===== src/rtl/fd_pipe_reg.sv =====
// Fetch-to-Decode pipeline register: captures F PC/instruction, flags AdEL, tags delay slot.
// Optional performance counters are built when FD_PERF_CNT_EN is defined.
module fd_pipe_reg #(
  parameter logic [31:0] PC_BASE   = 32'h0000_3000,
  parameter logic [31:0] PC_LIMIT  = 32'h0000_6FFC,
  parameter logic [31:0] EXC_ENTRY = 32'h0000_4180,
  parameter logic [4:0]  EXC_ADEL  = 5'd4
) (
  input  logic        clk,
  input  logic        reset,
  input  logic        req,
  input  logic        stall,
  input  logic        flush,
  input  logic [31:0] f_pc,
  input  logic [31:0] f_instr,
  input  logic        d_is_bj,
  output logic [31:0] d_pc,
  output logic [31:0] d_instr,
  output logic [4:0]  d_exc_code,
  output logic        d_bd,
  output logic        d_valid,
  output logic [31:0] perf_issued,
  output logic [31:0] perf_bubbles
);

  logic [31:0] r_pc;
  logic [31:0] r_instr;
  logic [4:0]  r_exc_code;
  logic        r_bd;
  logic        r_valid;
  logic        w_adel;

  // Unsigned 32-bit range check; no wrap handling at the top of the address space.
  assign w_adel = (f_pc[1:0] != 2'b00) || (f_pc < PC_BASE) || (f_pc > PC_LIMIT);

  always_ff @(posedge clk) begin
    if (reset) begin
      r_pc       <= PC_BASE;
      r_instr    <= 32'h0;
      r_exc_code <= 5'd0;
      r_bd       <= 1'b0;
      r_valid    <= 1'b0;
    end else if (req) begin
      r_pc       <= EXC_ENTRY;
      r_instr    <= 32'h0;
      r_exc_code <= 5'd0;
      r_bd       <= 1'b0;
      r_valid    <= 1'b0;
    end else if (stall) begin
      // Hold: the stalling D instruction must survive even if flush is also raised.
      r_pc       <= r_pc;
      r_instr    <= r_instr;
      r_exc_code <= r_exc_code;
      r_bd       <= r_bd;
      r_valid    <= r_valid;
    end else if (flush) begin
      r_pc       <= f_pc;
      r_instr    <= 32'h0;
      r_exc_code <= 5'd0;
      r_bd       <= 1'b0;
      r_valid    <= 1'b0;
    end else begin
      // d_bd is kept on AdEL so CP0 can form EPC = d_pc - 4.
      r_pc       <= f_pc;
      r_instr    <= w_adel ? 32'h0 : f_instr;
      r_exc_code <= w_adel ? EXC_ADEL : 5'd0;
      r_bd       <= d_is_bj;
      r_valid    <= 1'b1;
    end
  end

  assign d_pc       = r_pc;
  assign d_instr    = r_instr;
  assign d_exc_code = r_exc_code;
  assign d_bd       = r_bd;
  assign d_valid    = r_valid;

`ifdef FD_PERF_CNT_EN
  logic [31:0] r_perf_issued;
  logic [31:0] r_perf_bubbles;

  // Counters survive req; only reset clears them. Both wrap naturally.
  always_ff @(posedge clk) begin
    if (reset) begin
      r_perf_issued  <= 32'h0;
      r_perf_bubbles <= 32'h0;
    end else if (req) begin
      r_perf_bubbles <= r_perf_bubbles + 32'd1;
    end else if (stall) begin
      r_perf_issued  <= r_perf_issued;
      r_perf_bubbles <= r_perf_bubbles;
    end else if (flush) begin
      r_perf_bubbles <= r_perf_bubbles + 32'd1;
    end else begin
      r_perf_issued  <= r_perf_issued + 32'd1;
    end
  end

  assign perf_issued  = r_perf_issued;
  assign perf_bubbles = r_perf_bubbles;
`else
  assign perf_issued  = 32'h0;
  assign perf_bubbles = 32'h0;
`endif

endmodule


===== config.mk =====
export PLATFORM = sky130hd
export DESIGN_NAME = fd_pipe_reg
export DESIGN_NICKNAME = d
export VERILOG_FILES = /design/src/rtl/fd_pipe_reg.sv
export SDC_FILE = /design/constraint.sdc
export NUM_CORES = 1
export LEC_CHECK = 0
export ABC_AREA = 1
export BUFFER_PORTS_ARGS = -buffer_cell sky130_fd_sc_hd__buf_2
export CAP_MARGIN = 20
export CORE_MARGIN = 1
export CORE_UTILIZATION = 43
export CTS_BUF_LIST = sky130_fd_sc_hd__clkbuf_16
export DETAILED_ROUTE_END_ITERATION = 7
export PLACE_DENSITY_LB_ADDON = 0.25
export SLEW_MARGIN = 25
export SYNTH_ARGS = -nofsm -noshare
export SYNTH_HDL_FRONTEND = slang
export SYNTH_SLANG_ARGS = --single-unit

===== constraint.sdc =====
create_clock -name clk -period 1.3 [get_ports clk]
set_clock_uncertainty 0.2 [all_clocks]
set_input_delay 0.13 -clock clk [delete_from_list [all_inputs] [get_ports clk]]
set_output_delay 0.13 -clock clk [all_outputs]
set_load 0.05 [all_outputs]

# Yosys cells after proc, flatten, opt, wreduce, memory -nomap -nowiden
# Index checks and enable logic that the tools add are counted.
word_totals:
  reg_bits: 71
  latchBits: 0
  ramBits: 0
  rom_bits: 0
  out_inout_bits: 135
  word_cells: 21
  memories: 0
classes:
  n_addsub: 0
  multipliers: 0
  n_div: 0
  n_lt_le_gt_ge: 2
  n_eq_ne: 1
  shifts: 0
  n_mux: 8
  bitwise: 0
  n_reduce_logical: 4
op_table:
  columns: ["operator", "n"]
  rows:
  - ["32-bit 2-to-1 mux", 2]
  - ["32-bit by 15-bit > comparator with 1-bit output, second input constant", 1]
  - ["32-bit by 14-bit < comparator with 1-bit output, second input constant", 1]
  - ["15-bit 2-to-1 mux", 2]
  - ["3-bit 2-to-1 mux", 2]
  - ["1-bit logical OR", 2]
  - ["1-bit 2-to-1 mux", 2]
  - ["2-bit inequality test, second input constant", 1]
  - ["2-bit nonzero test", 1]
  - ["2-bit OR reduction", 1]

# Depth between registers and ports, before layout
# Gate-level depths: netlist of run 1.
logic_depth:
  ltp_word: 5
  mapped_depth: 8

# Worst setup path after synthesis of run 1
# Ideal clock, no wire load.
synth_timing:
  path_kind: "register to register"
  from: "register d_pc[14] (netlist name)"
  to: "register r_pc[14], in the netlist d_pc[14]"
  setup_time_ns: 0.086
  arrival_ns: 0.873
  setup_slack_ns: 0.141
  path_stages_with_launch: 3
  synth_period_minus_slack_ns: 1.159
  path_cell_list: "dfxtp_1 -> nor3_1 -> a211oi_1"
synth_lines:
  columns: ["item", "line", "text"]
  rows:
  - ["to (signal assigned)", "51", "r_pc <= r_pc;"]
  - ["to (signal assigned)", "57", "r_pc <= f_pc;"]
  - ["to (signal assigned)", "64", "r_pc <= f_pc;"]
  - ["to (decl)", "26", "logic [31:0] r_pc;"]

# Worst setup path after layout of run 1
layout_timing:
  from: "register r_pc[29], in the netlist d_pc[29]"
  to: "output port d_pc[29]"
layout_lines:
  columns: ["item", "line", "text"]
  rows:
  - ["to (decl)", "17", "output logic [31:0] d_pc,"]
# No word-level cell between the ends.

==> results of run 1 <==
## how the worst min path moves through the flow
stage / start / end / cells past startpoint
3_5_place_dp: reset / d_pc[7] / 2
3_3_place_gp: reset / d_pc[8] / 2
5_1_grt: f_pc[22] / d_pc[22] / 4
6_report: req / d_pc[8] / 4
4_1_cts: f_pc[22] / d_pc[22] / 4
2_1_floorplan: reset / d_pc[7] / 1
## per-layer routing
metal / GRT usage / wire [um]
met1: 0.2549 / 3653
met2: 0.3782 / 4410
met3: 0.05584 / 657
met4: 0.09140 / 189
met5: 0 / 0
## cell usage in the layout (no fill, tap or decap)
cell type        n
clkbuf_4         2
buf_4           19
nand2_1        128
nand3_2          1
clkinv_2         2
dlygate4sd3_1   66
bufinv_16        2
clkinv_1         1
nand2_2          3
conb_1          68
nor2_4           1
buf_2          133
inv_2            1
nand3_1          1
a211oi_1         1
or2_2            1
o21bai_1         1
a21oi_1         36
clkinvlp_4       1
buf_12           5
nor3_1           1
clkbuf_16        9
nor2_1          45
dfxtp_1         67
nor3_2           1
a221o_1          2
inv_1           34
a21oi_2         30
## stage by stage
stage	power, mW	instances	utilization	TNS [ns]	worst slack (ns)
floorplan	3.084	513	-	0	0.1406
global placement	3.168	680	0.5375	-5.130	-0.1692
detailed placement	3.173	680	0.5375	-5.715	-0.1899
CTS	5.845	761	0.6691	0	0.02506
global route	6.013	761	0.6698	-0.0002601	-0.0002601
finish	5.820	761	0.6698	0	0.01945
## power by group through the flow
| stage | clock, mW | combinational, mW | sequential [mW] |
|---|---|---|---|
| final | 2.52 | 1.18 | 2.12 |
| after CTS | 2.56 | 1.17 | 2.12 |
| after global placement | 0 | 1.01 | 2.16 |
| after detailed placement | 0 | 1.01 | 2.16 |
| after global routing | 2.64 | 1.25 | 2.12 |
| after floorplan | 0 | 0.784 | 2.30 |
## logic make-up after synthesis
group | count (synthesis)
other | 1
flip-flops | 67
buffers and inverters | 126
AND/OR/NAND/NOR | 182
AO/OA/AOI/OAI | 70
## sequential cells by signal, indices dropped and copies added, names as in the netlist
register	count
d_instr	32
d_pc	32
d_bd	1
d_exc_code	1
d_valid	1
## area by class of cell
cell class / instances / area [um^2]
Fill cell: 621 / 2434
Timing Repair Buffer: 225 / 1584
Clock inverter: 6 / 81.33
Inverter: 35 / 131.4
Clock buffer: 9 / 225.2
Tap cell: 99 / 123.9
Multi-Input combinational cell: 320 / 1449
Sequential cell: 67 / 1341
## repair_timing
action | CTS | global route
pin swaps | 0 | 0
setup endpoints to repair | 1 | 2
cloned | 0 | 0
hold endpoints to repair | 64 | 0
hold buffers | 66 | 0
gates resized for setup | 1 | 2
==> implementation parameters, run 1 <==
Parameter                              Value

Global routing
  Pin count of the biggest net entering global routing    33
  Remaining Overflow, GRT    0
  Total track usage    0.2180
  Antenna violations before repair    0
  Via count of the first global-routing pass    3056
  Wire length of the first global-routing pass    14280 um

Synth
  Cell types with the largest area share after synthesis    dfxtp_1, buf_4, nand2_1
  Post-synthesis cell area    3322 um^2
  Share of the yosys chip area belonging to registers    0.4038
  Primary flip-flop cell chosen by synthesis mapping    dfxtp_1
  Adder and majority gate portion of the synthesized area    0
  Largest family of logic cells by synthesized area    buffers and inverters
  Post-Synth XOR/XNOR Area    0
  Synth cell types    22
  Most instantiated cells after synthesis    nand2_1, buf_4, dfxtp_1
  Biggest area consumer among synthesized cells    dfxtp_1
  Post-Synthesis Cells    446
  Number of synthesized flops with an enable pin    0
  Mux contribution to synthesized area    0
  Most used standard cell by instance count after synthesis    nand2_1
  Proportion of register bits with asynchronous set or reset after synthesis    0
  Register bit total from synthesis    67
  Post-synthesis simple-gate area fraction    0.2154
  Synth warnings    0
  Area fraction in compound gates after synthesis    0.1439
  Syn avg cell area    7.448 um^2
  Yosys top cell area share    0.4038

Floorplan
  Core Box Area    7370 um^2
  Die Area    8081 um^2
  Std-Cell Rows    31
  DIE HEIGHT    89.90 um
  Initial core utilization    0.4508
  Horizontal die dimension    89.90 um
  I/O pin count    205

Setup path
  Delay of the slowest cell on the worst path    0.35 ns
  Endpoint class of the critical path    output port
  Nature of the critical path startpoint    flip-flop
  Cell class contributing the biggest share of worst-path delay    flip-flops
  Slack of the worst reg-to-reg path    0.37 ns
  Data arrival at the endpoint of the critical path    0.95 ns
  Reg-to-reg critical path endpoint    d_pc[12]
  Origin of the worst setup path    d_pc[29]
  Slowest stage cell, crit path    dfxtp_1
  Worst reg2reg path depth    1
  Startpoint-to-endpoint class of the critical path    reg2out
  End point of the critical path    d_pc[29]
  Cells along the critical path    buf_2
  Count of cell instances traversed by the critical path    1
  Required time at the endpoint of the critical path    0.97 ns
  Sum of buffers and inverters on the critical path    1
  Maximum fanout count along the critical path    2
  FF-to-FF Start    d_pc[12]

Routing
  Total via count after detailed routing    3315
  Total routed wirelength    8910 um
  Number of vias per cell    4.356
  Post-detailed-route DRC marker count    0
  Wire length per cell after detailed routing    11.71 um
  Number of detailed-route iterations in the first pass    4
  Initial drt markers    108
  Post-detailed-route count of antenna-violating nets    0

Power
  Gate power share    0.203
  Max rail drop VDD    0.0006540 V
  Leakage component of the power    2.408 nW
  PD cells    1179 nW/um^2
  Clock network fraction of total power    0.433
  Sequential share of power    0.363
  Power spent charging and discharging nets    1.730 mW
  Switching power share of the total    0.2973
  Internal power of the cells    4.090 mW

Timing
  Max frequency    0.7809 GHz
  Final count of hold timing violations    0
  Final Cycle Share    0.9850
  Final number of max-transition violations    0
  Shortest clock period the worst path allows after layout    1.281 ns
  Count of final setup violators    0
  WHS    0.0003510 ns

CTS
  Maximum clock path buffer count    2
  Number of buffers inserted during clock tree synthesis    9
  Clk root buf    clkbuf_16
  Clk sink count    67
  Number of levels the H-tree was split into    3
  Clk Latency, worst-skew pair    0.32 ns
  CTS tree    yes
  Clock-pin slew reported for the worst setup and hold paths after clock tree synthesis    0.06 ns
  Post CTS Setup Buffer Count    0

Hold path
  HP Class    in2reg

Finish
  Fin area    4936 um^2
  Share of post-route cells with drive strength above 1    0.3187
  Net count, final    728
  Synthesis-to-layout area growth    48.59%
  Number of diodes    0

Job
  Max-cap violations    0

Placed design
  Post-DP HPWL    5540 um
  Number of input and output port buffers inserted    136
  Final weighted congestion in routability-driven placement    0.7852
  Total cell area at the placement stage    3961 um^2

Status
  Status    finished clean
Power figures use the tool's default switching activity.
==> inputs of run 2 (changes only) <==
Settings changed: PLACE_DENSITY_LB_ADDON 0.25 to 0.1.
==> implementation parameters, run 2 (synthesis gave the netlist of run 1 again) <==
Parameter                              Value

Power
  Sequential share of power    0.370 (+0.007)
  Switching power share of the total    0.3141 (+0.01677)
  Gate power share    0.203 (about the same)
  Clock network fraction of total power    0.426 (-0.007)
  Leakage component of the power    2.383 nW (-1.0%)
  Internal power of the cells    3.917 mW (-4.2%)
  Max rail drop VDD    0.0006175 V (-5.6%)
  Power spent charging and discharging nets    1.794 mW (+3.7%)
  PD cells    1162 nW/um^2 (-1.5%)

Finish
  Synthesis-to-layout area growth    47.95%
  FF/Latch Area    1341 um^2 (unchanged)
  Commonest non-fill, non-tap cells in the layout    buf_2, nand2_1, conb_1, dlygate4sd3_1, dfxtp_1
  Number of diodes    0 (unchanged)
  Count of fill cells added during filler insertion    631 (+1.6%)
  Share of post-route cells with drive strength above 1    0.3172 (-0.001511)
  Net count, final    727 (-0.14%)
  Fin area    4915 um^2 (-0.43%)
  Cell Count, Final, Fillers Out    761 (unchanged)
  Total area of multi-input combinational cells    1449 um^2 (unchanged)
  Most common library cell in the layout ignoring fill and taps    buf_2

Placed design
  Total cell area at the placement stage    3914 um^2 (-1.2%)
  Post-DP HPWL    5650 um (+2.0%)
  Number of input and output port buffers inserted    136 (unchanged)
  Final weighted congestion in routability-driven placement    0.8579 (+9.3%)
  Cells after DPL    677 (-0.44%)

Setup path
  Sum of buffers and inverters on the critical path    1 (unchanged)
  Worst reg2reg path depth    1 (unchanged)
  Required time at the endpoint of the critical path    0.97 ns (about the same)
  Cell class contributing the biggest share of worst-path delay    flip-flops
  FF-to-FF Start    d_pc[13]
  Startpoint-to-endpoint class of the critical path    reg2out
  Origin of the worst setup path    d_instr[25]
  Nature of the critical path startpoint    flip-flop
  Reg-to-reg critical path endpoint    d_pc[13]
  Cells along the critical path    buf_2
  Delay of the slowest cell on the worst path    0.34 ns (about the same)
  End point of the critical path    d_instr[25]
  Endpoint class of the critical path    output port
  Count of cell instances traversed by the critical path    1 (unchanged)
  Slack of the worst reg-to-reg path    0.36 ns (about the same)
  Slowest stage cell, crit path    dfxtp_1
  Maximum fanout count along the critical path    2 (unchanged)
  Data arrival at the endpoint of the critical path    0.94 ns (about the same)

Routing
  Total via count after detailed routing    3291 (-0.72%)
  Total routed wirelength    8891 um (-0.21%)
  Number of vias per cell    4.325 (-0.72%)
  Number of detailed-route iterations in the first pass    4 (unchanged)
  Wire length per cell after detailed routing    11.68 um (-0.21%)
  Initial drt markers    94 (-13%)
  Post-detailed-route DRC marker count    0 (unchanged)
  Post-detailed-route count of antenna-violating nets    0 (unchanged)

Floorplan
  I/O pin count    205 (unchanged)
  DIE HEIGHT    89.90 um (unchanged)
  Std-Cell Rows    31 (unchanged)
  Initial core utilization    0.4508 (unchanged)
  Horizontal die dimension    89.90 um (unchanged)
  Core Box Area    7370 um^2 (unchanged)
  Die Area    8081 um^2 (unchanged)

CTS
  Maximum clock path buffer count    2 (unchanged)
  Number of buffers inserted during clock tree synthesis    9 (unchanged)
  CTS tree    yes
  Clk sink count    67 (unchanged)
  Post CTS Setup Buffer Count    0 (unchanged)
  Clk Latency, worst-skew pair    0.32 ns (about the same)
  Clk root buf    clkbuf_16
  Clock-pin slew reported for the worst setup and hold paths after clock tree synthesis    0.06 ns (about the same)
  Number of levels the H-tree was split into    3 (unchanged)

Timing
  Max frequency    0.7877 GHz (+0.87%)
  Final number of max-transition violations    0 (unchanged)
  Slew at the pin with the worst max-slew slack    0.5832 ns
  Final Cycle Share    0.9766 (-0.008459)
  Slew HR    0.6107
  Setup repair after global routing missed its margin    false
  Shortest clock period the worst path allows after layout    1.270 ns (-0.01100 ns)
  Final count of hold timing violations    0 (unchanged)
  Count of final setup violators    0 (unchanged)

Global routing
  Via count of the first global-routing pass    3122 (+2.2%)
  Wire length of the first global-routing pass    14490 um (+1.5%)
  Antenna violations before repair    0 (unchanged)
  Total track usage    0.2217 (+0.003753)
  Remaining Overflow, GRT    0 (unchanged)
  Pin count of the biggest net entering global routing    35 (+6.1%)

Hold path
  HP Class    in2reg

Status
  Status    finished clean

Job
  Max-cap violations    0 (unchanged)
[run 2: final cells by class]
class,instances,share of cell area
repair buffers,224,0.3187
multi-input cells,320,0.2948
flip-flops and latches,67,0.2729
clock buffers,9,0.04582
inverters,35,0.02673
well taps,99,0.02520
clock inverters,7,0.01578
[run 2: how the worst min path moves through the flow]
stage / cells after the start / endpoint / startpoint
after global routing: 5 / d_pc[7] / req
after floorplan: 1 / d_pc[7] / reset
after global placement: 2 / d_pc[8] / reset
after detailed placement: 2 / d_pc[8] / reset
after CTS: 5 / d_pc[8] / req
final: 5 / d_pc[7] / req
[run 2: per-stage QoR]
| step | total power [mW] | worst slack [ns] | hold WS (ns) | util | setup TNS [ns] |
|---|---|---|---|---|---|
| finish | 5.711 | 0.03045 | 0.04322 | 0.6669 | 0 |
| global route | 5.940 | 0.0004650 | 0.06864 | 0.6669 | 0 |
| CTS | 5.753 | 0.009536 | 0.03558 | 0.6645 | 0 |
| detailed placement | 3.148 | -0.1723 | 0.1715 | 0.5311 | -5.052 |
| global placement | 3.149 | -0.1636 | 0.1717 | 0.5311 | -5.037 |
| floorplan | 3.084 | 0.1406 | -0.0009342 | - | 0 |
[run 2: power by group through the flow]
| stage | Combinational [mW] | Clock [mW] | Sequential, mW |
|---|---|---|---|
| after CTS | 1.15 | 2.49 | 2.11 |
| after detailed placement | 0.990 | 0 | 2.16 |
| final | 1.16 | 2.44 | 2.11 |
| after global placement | 0.991 | 0 | 2.16 |
| after global routing | 1.23 | 2.59 | 2.12 |
| after floorplan | 0.784 | 0 | 2.30 |
[run 2: what timing repair did]
| item | CTS | global route |
|---|---|---|
| resized for setup | 0 | 7 |
| hold endpoints to repair | 65 | 0 |
| endpoints found under the setup margin | 0 | 7 |
| hold buffers | 68 | 0 |
[run 2: per-layer routing]
layer	GRT usage	wire [um]
met1	0.2537	3691
met2	0.3968	4453
met3	0.05245	592
met4	0.08871	153
met5	0	0
==> inputs of run 3 (changes only) <==
Settings changed: ABC_AREA 1 to unset, CORE_UTILIZATION 43 to 38, CTS_CLUSTER_DIAMETER set to 100.
Clock period 1.3 ns to 1.1 ns, I/O delays scaled along.
==> implementation parameters, run 3 <==
Parameter                              Value

Finish
  Commonest non-fill, non-tap cells in the layout    conb_1, buf_2, nand3_1
  Share of post-route cells with drive strength above 1    0.5208 (+0.2036)
  Synthesis-to-layout area growth    80.18%
  Total area of multi-input combinational cells    1506 um^2 (+4.0%)
  Number of diodes    0 (unchanged)
  Net count, final    641 (-12%)
  Count of fill cells added during filler insertion    631 (unchanged)
  FF/Latch Area    1435 um^2 (+7.0%)

Setup path
  Required time at the endpoint of the critical path    1.15 ns (+0.18 ns)
  Endpoint class of the critical path    flip-flop
  Origin of the worst setup path    f_pc[27]
  Delay of the slowest cell on the worst path    0.57 ns (+0.23 ns)
  FF-to-FF Start    d_pc[7]
  Nature of the critical path startpoint    input pin
  Data arrival at the endpoint of the critical path    1.45 ns (+0.51 ns)
  Slack of the worst reg-to-reg path    0.03 ns (-0.33 ns)
  Reg-to-reg critical path endpoint    d_pc[7]
  Startpoint-to-endpoint class of the critical path    in2reg
  Maximum fanout count along the critical path    32 (+30)
  Slowest stage cell, crit path    or4_4
  Cells along the critical path    buf_2, or4_4, nor3_4, nand4_2, buf_12, o21ai_2
  Worst reg2reg path depth    3 (+2)

Power
  Max rail drop VDD    0.0007873 V (+28%)
  PnR Total Power    7.108 mW (+24%)
  Leakage component of the power    2.626 nW (+10%)
  PD cells    1237 nW/um^2 (+6.5%)

Timing
  Worst setup margin    -0.3049 ns (-0.3354 ns)
  Max frequency    0.7118 GHz
  Final number of max-transition violations    0 (unchanged)
  Setup repair after global routing missed its margin    true
  Count of final setup violators    102 (+102)
  Final Cycle Share    1.277
  WHS    -0.05938 ns (-0.1026 ns)
  Shortest clock period the worst path allows after layout    1.405 ns
  Final count of hold timing violations    3 (+3)

Placed design
  Final weighted congestion in routability-driven placement    0.7760 (-9.5%)
  Post-DP HPWL    5406 um (-4.3%)
  Number of input and output port buffers inserted    136 (unchanged)

Status
  Failing checks    negative hold slack, negative setup slack
  Status    complete, but fails checks

Synth
  Most instantiated cells after synthesis    buf_4, dfxtp_1, nand3_1
  Register bit total from synthesis    67 (unchanged)
  Yosys top cell area share    0.4207 (+0.01696)
  Share of the yosys chip area belonging to registers    0.4207 (+0.01696)
  Proportion of register bits with asynchronous set or reset after synthesis    0 (unchanged)
  Biggest area consumer among synthesized cells    dfxtp_1
  Post-synthesis cell area    3188 um^2 (-4.0%)
  Synth cell types    31 (+41%)
  Synth warnings    0 (unchanged)
  Syn avg cell area    9.241 um^2 (+24%)
  Most used standard cell by instance count after synthesis    buf_4
  Number of synthesized flops with an enable pin    0 (unchanged)
  Primary flip-flop cell chosen by synthesis mapping    dfxtp_1
  Cell types with the largest area share after synthesis    dfxtp_1, buf_4, nand3_1
  Post-Synthesis Cells    345 (-23%)

Hold path
  HP Class    in2reg
  Critical hold path startpoint    f_pc[14]
  Worst hold path endpoint    d_pc[14]
  Cell count of the worst hold path    4 (-1)

CTS
  Clock-pin slew reported for the worst setup and hold paths after clock tree synthesis    0.06 ns (about the same)
  Number of buffers inserted during clock tree synthesis    9 (unchanged)
  CTS tree    yes
  Clk Latency, worst-skew pair    0.32 ns (about the same)
  Maximum clock path buffer count    2 (unchanged)
  Clk root buf    clkbuf_16
  Clk sink count    67 (unchanged)
  Number of levels the H-tree was split into    3 (unchanged)

Floorplan
  Die Area    8760 um^2 (+8.4%)
  DIE HEIGHT    93.60 um (+4.1%)
  Core Box Area    8175 um^2 (+11%)
  Initial core utilization    0.3900 (-0.06080)
  I/O pin count    205 (unchanged)
  Horizontal die dimension    93.60 um (+4.1%)
  Std-Cell Rows    33 (+6.5%)

Global routing
  Remaining Overflow, GRT    0 (unchanged)
  Total track usage    0.2064 (-0.01536)
  Via count of the first global-routing pass    3099 (-0.74%)
  Antenna violations before repair    0 (unchanged)
  Pin count of the biggest net entering global routing    38 (+8.6%)
  Wire length of the first global-routing pass    14160 um (-2.3%)

Routing
  Number of vias per cell    4.532 (+4.8%)
  Post-detailed-route DRC marker count    0 (unchanged)
  Initial drt markers    102 (+8.5%)
  Total via count after detailed routing    3086 (-6.2%)
  Total routed wirelength    9226 um (+3.8%)
  Number of detailed-route iterations in the first pass    4 (unchanged)
  Post-detailed-route count of antenna-violating nets    0 (unchanged)
  Wire length per cell after detailed routing    13.55 um (+16%)

Job
  Max-cap violations    0 (unchanged)
-- run 3: cell types whose count changed after synthesis, sizes merged, moves of 4 or more --
cell    delta
clkbuf     +4
a21oi     -65
nor2      -12
inv       -34
o21ai     +32
nand3     +62
mux2i     +29
nand2    -130
-- run 3: worst max-delay path, delay by kind of cell --
family,cells,cell delay (ns)
compound gates,1,0.14
buf+inv,2,0.32
simple gates,3,0.87
-- run 3: worst max path at each step --
| stage | to | slack, ns |
|---|---|---|
| floorplan | d_instr[10] | -0.44 |
| global placement | d_instr[0] | -0.61 |
| detailed placement | d_instr[0] | -0.61 |
| CTS | d_instr[22] | -0.27 |
| global route | d_instr[9] | -0.34 |
| finish | d_instr[9] | -0.30 |
-- run 3: layer usage --
layer	vias to the layer above	GRT usage	routed length (um)
li1	1501	-	-
met1	1443	0.2339	3581
met2	127	0.3768	4971
met3	15	0.04390	522
met4	0	0.07692	151
met5	-	0	0
-- run 3: what timing repair did --
action,in CTS,in global routing
resized for setup,230,36
endpoints found under the hold margin,66,7
hold buffers,63,5
gates cloned,0,0
endpoints found under the setup margin,100,106
buffers inserted,3,3
pin swaps,3,5
-- run 3: cell families after synthesis --
family / count (synthesis) / share of synthesized area
xor+xnor: 1 / 0.002748
other cells: 1 / 0.001176
compound gates: 40 / 0.1044
buf+inv: 93 / 0.1974
mux: 29 / 0.09105
flops: 67 / 0.4207
simple gates: 114 / 0.1825
-- run 3: final cells by class --
class / count / share of cell area
Tap cell: 105 / 0.02287
Timing Repair Buffer: 240 / 0.4084
Multi-Input combinational cell: 252 / 0.2623
Clock inverter: 6 / 0.01242
Clock buffer: 10 / 0.04356
Sequential cell: 67 / 0.2498
Inverter: 1 / 0.0006535
-- run 3: per-stage QoR --
step / utilization / cell area [um^2] / worst slack, ns / cells / setup TNS (ns)
global placement: 0.4838 / 3955 / -0.6071 / 593 / -20.14
floorplan: - / 3472 / -0.4427 / 412 / -14.23
detailed placement: 0.4838 / 3955 / -0.6100 / 593 / -20.69
global route: 0.7026 / 5744 / -0.3424 / 681 / -13.57
CTS: 0.6804 / 5563 / -0.2745 / 675 / -10.58
finish: 0.7026 / 5744 / -0.3049 / 681 / -10.69
-- run 3: power breakdown --
group | internal (mW) | switching, mW
logic | 0.556 | 1.01
clock network | 1.91 | 1.11
registers | 2.48 | 0.0441
total | 4.94 | 2.16
